===== config.mk =====
export PLATFORM = sky130hd
export DESIGN_NAME = galois_lfsr8
export DESIGN_NICKNAME = d
export VERILOG_FILES = /design/src/rtl/rand_stim_pkg.sv /design/src/rtl/galois_lfsr8.sv
export SDC_FILE = /design/constraint.sdc
export NUM_CORES = 1
export LEC_CHECK = 0
export BUFFER_PORTS_ARGS = -buffer_cell sky130_fd_sc_hd__clkbuf_2
export CORE_AREA = 2 2 39 41
export CTS_BUF_LIST = sky130_fd_sc_hd__clkbuf_4 sky130_fd_sc_hd__clkbuf_8
export DETAILED_ROUTE_END_ITERATION = 10
export DIE_AREA = 0 0 41 43
export SYNTH_ARGS = -nofsm -noshare
export SYNTH_HDL_FRONTEND = slang
export SYNTH_SLANG_ARGS = --single-unit

===== constraint.sdc =====
create_clock -name clk -period 1.34 [get_ports clk]
set_clock_uncertainty 0.15 [all_clocks]
set_input_delay 0.268 -clock clk [delete_from_list [all_inputs] [get_ports clk]]
set_output_delay 0.268 -clock clk [all_outputs]
set_load 0.005 [all_outputs]

===== src/rtl/rand_stim_pkg.sv =====
// rand_stim_pkg -- shared definitions for the random-stimulus checker.
//   state_e           : checker FSM states
//   LFSR_POLY_DEFAULT : Galois taps for x^8+x^6+x^5+x^4+1 (right-shifting form)
//   SEED_ZERO_SUB     : seed used when the requested seed is 0 (LFSR lock-up state)
//   LFSR_RESET_STATE  : LFSR contents after rst
//   expected_q()      : reference response of the circuit under test; testbenches
//                       import this so they agree with the checker by construction
package rand_stim_pkg;

    typedef enum logic [2:0] {
        ST_IDLE    = 3'd0,
        ST_DUT_RST = 3'd1,
        ST_DRIVE   = 3'd2,
        ST_DRAIN   = 3'd3,
        ST_DONE    = 3'd4
    } state_e;

    localparam logic [7:0] LFSR_POLY_DEFAULT = 8'hB8;
    localparam logic [7:0] SEED_ZERO_SUB     = 8'h01;
    localparam logic [7:0] LFSR_RESET_STATE  = 8'h01;

    // Written exactly as the circuit's equation; it reduces to constant 1 for
    // every (a, b), which is what a correct circuit under test must return.
    function automatic logic expected_q(input logic a, input logic b);
        return (~(a & b) & ~(a | b)) | ((a ^ b) ^ (a & b));
    endfunction

endpackage


===== src/rtl/galois_lfsr8.sv =====
// galois_lfsr8 -- 8-bit right-shifting Galois LFSR.
//   clk    : clock
//   rst    : synchronous active-high reset, state -> LFSR_RESET_STATE
//   load   : load seed (takes priority over enable)
//   seed   : value loaded when load is high
//   enable : advance one step
//   state  : current LFSR contents
module galois_lfsr8
    import rand_stim_pkg::*;
#(
    parameter logic [7:0] POLY = LFSR_POLY_DEFAULT
) (
    input  logic       clk,
    input  logic       rst,
    input  logic       load,
    input  logic [7:0] seed,
    input  logic       enable,
    output logic [7:0] state
);

    logic [7:0] state_q;
    logic [7:0] state_d;

    always_comb begin
        state_d = state_q;
        if (load) begin
            state_d = seed;
        end else if (enable) begin
            // Shift out bit 0; when it was set, fold the taps back in.
            state_d = {1'b0, state_q[7:1]} ^ (state_q[0] ? POLY : 8'h00);
        end
    end

    always_ff @(posedge clk) begin
        if (rst) begin
            state_q <= LFSR_RESET_STATE;
        end else begin
            state_q <= state_d;
        end
    end

    assign state = state_q;

endmodule


==> results.json <==
{
  "antenna_left": 0,
  "first_pass_iters": 2,
  "final_net_count": 77,
  "design_area_sq_um": 552,
  "globalplace.congestion": 0.652,
  "globalRoute.totalOverflow": 0,
  "cp-start-kind": "flop",
  "synth_cell_types": 16,
  "diodes": 0,
  "synth.avg_cell_area_sq_um": 10.0,
  "ys_seq_elements": 8,
  "hold_buffers": 0,
  "clock_sinks": 8,
  "first_iter_violations": 4,
  "cts_tree": "built",
  "cp_max_fo": 6,
  "fmax_mhz": 827,
  "cpMaxStageDelayCell": "dfxtp_2",
  "clk_pin_slew_ns": 0.05,
  "io_buffers": 19,
  "wire_per_inst_um": 10.7,
  "grt.busiest_layer": "met2",
  "setup-tns-final_ns": 0,
  "syn_to_final_growth_pct": 30.9,
  "wirelength_um": 843,
  "syn-instance-count": 42,
  "die_width_um": 41,
  "met1_usage_pct": 14.2,
  "track_usage_pct": 10.8,
  "top_level_ports": 20,
  "cts_buffers": 3,
  "fin_crit_sh_pct": 90.2,
  "endpoint_kind": "primary output",
  "synth_nets": 54,
  "cts_root_buf": "clkbuf_4",
  "rows": 14,
  "outcome": "finished, final reports clean",
  "yosysWarnings": 0,
  "vias_per_cell": 4.65,
  "route.detailed.drc": 0,
  "num_vias": 367,
  "hold_viol": 0,
  "critPathTopFamily": "flip-flops",
  "crit_path_cell_trace": "clkbuf_2",
  "syn_area_sq_um": 422,
  "max-slew-margin-rel_pct": 87.6,
  "clk_latency_ns": 0.25,
  "p_total_mw": 0.568,
  "cts-resized-gates": 0,
  "final_core_util_pct": 39.9,
  "cp.buffers_inverters": 1,
  "layout_commonest_cell": "clkbuf_2",
  "max-cap-violations": 0,
  "cts_max_path_buffers": 2,
  "grt_pass1_wl_mm": 1.32,
  "powerDensity_nw_per_um2": 1030,
  "largest_reg_flops": 8,
  "coreArea_sq_um": 1380,
  "final_cell_mix": "clkbuf_2 (19), dfxtp_1 (7), mux2i_1 (5)",
  "critical_path_class": "flop to primary output",
  "start_util_pct": 30.5,
  "required_ns": 0.92,
  "place_inst": 76,
  "synth.yosys.seq_area_share_pct": 38.0,
  "grtUsageMet2_pct": 15.9,
  "worstMarginPinSlew_ns": 0.184,
  "dp_hpwl_um": 647,
  "htree_levels": 1,
  "grt_util_met3_pct": 3.14,
  "grt_setup_unrepaired": "no",
  "die_area_sq_um": 1760,
  "min_path_type": "input port to flop",
  "fin_cells": 79,
  "vdd_drop_max_v": 0.000490,
  "first_global_vias": 329,
  "placed_cell_area_sq_um": 528,
  "setup_viol": 0,
  "postCtsSetupRepairBufs": 0,
  "p_leak_nw": 0.255,
  "layout_min_cycle_time_ns": 1.21,
  "grt_max_degree": 11,
  "arrival_ns": 0.79,
  "drive_above_1_share_pct": 42.9,
  "antenna_found_initial": 0,
  "slew_viol_final": 0,
  "slowest_delay_ns": 0.41,
  "fp.dieH_um": 43
}
## path summary, 6_finish.rpt
kind,from,end,slack (ns),depth (start not counted)
setup / recovery,state[0],state[0],0.13,1
setup reg to reg,state[5],state[5],0.23,2
hold / removal,seed[0],state[0],0.13,3
hold reg to reg,state[1],state[1],0.42,2
## stage by stage
| step | hold WS (ns) | worst slack (ns) |
|---|---|---|
| detailed placement | 0.381 | 0.0737 |
| finish | 0.129 | 0.131 |
| global route | 0.136 | 0.0950 |
| floorplan | 0.270 | 0.169 |
| global placement | 0.387 | 0.0922 |
| CTS | 0.124 | 0.0158 |
## Yosys cell counts
master,n,share of area (%)
xnor2_1,3,6.2
clkbuf_1,1,0.89
nor2b_1,4,5.9
nand2_1,3,2.7
a21oi_1,1,1.2
buf_2,1,1.2
inv_1,1,0.89
or3b_4,1,2.7
mux2i_1,5,12
a211oi_1,4,7.1
nor2_1,1,0.89
nor3b_1,1,1.8
or4b_1,3,7.1
o221ai_1,3,6.2
dfxtp_1,8,38
buf_6,2,5.3
## cell type report
| cell class | instances | area, sq um |
|---|---|---|
| Clock buffer | 3 | 22.5 |
| Sequential cell | 8 | 161 |
| Inverter | 1 | 3.75 |
| Multi-Input combinational cell | 29 | 226 |
| Fill cell | 146 | 832 |
| Timing Repair Buffer | 22 | 118 |
| Tap cell | 16 | 20.0 |
## kinds of logic after synthesis
family,count (synthesis),share of synthesized area [%]
AND/OR/NAND/NOR,13,21.1
buffers and inverters,5,8.31
multiplexers,5,11.9
flip-flops,8,38.0
AO/OA/AOI/OAI,8,14.5
XOR/XNOR,3,6.23
## where the power goes
part,total [mW],internal [mW],switching [mW]
clock,0.182,0.102,0.0798
sequential,0.278,0.259,0.0189
combinational,0.108,0.0637,0.0446
total,0.568,0.425,0.143
## per-layer routing
metal / up-vias / part of all wire [%] / wire [um]
met4: 0 / 0 / 0
met5: - / 0 / 0
li1: 197 / - / -
met2: 9 / 47 / 400
met3: 0 / 4.0 / 34
met1: 161 / 48 / 408
(Power assumes the default switching activity.)
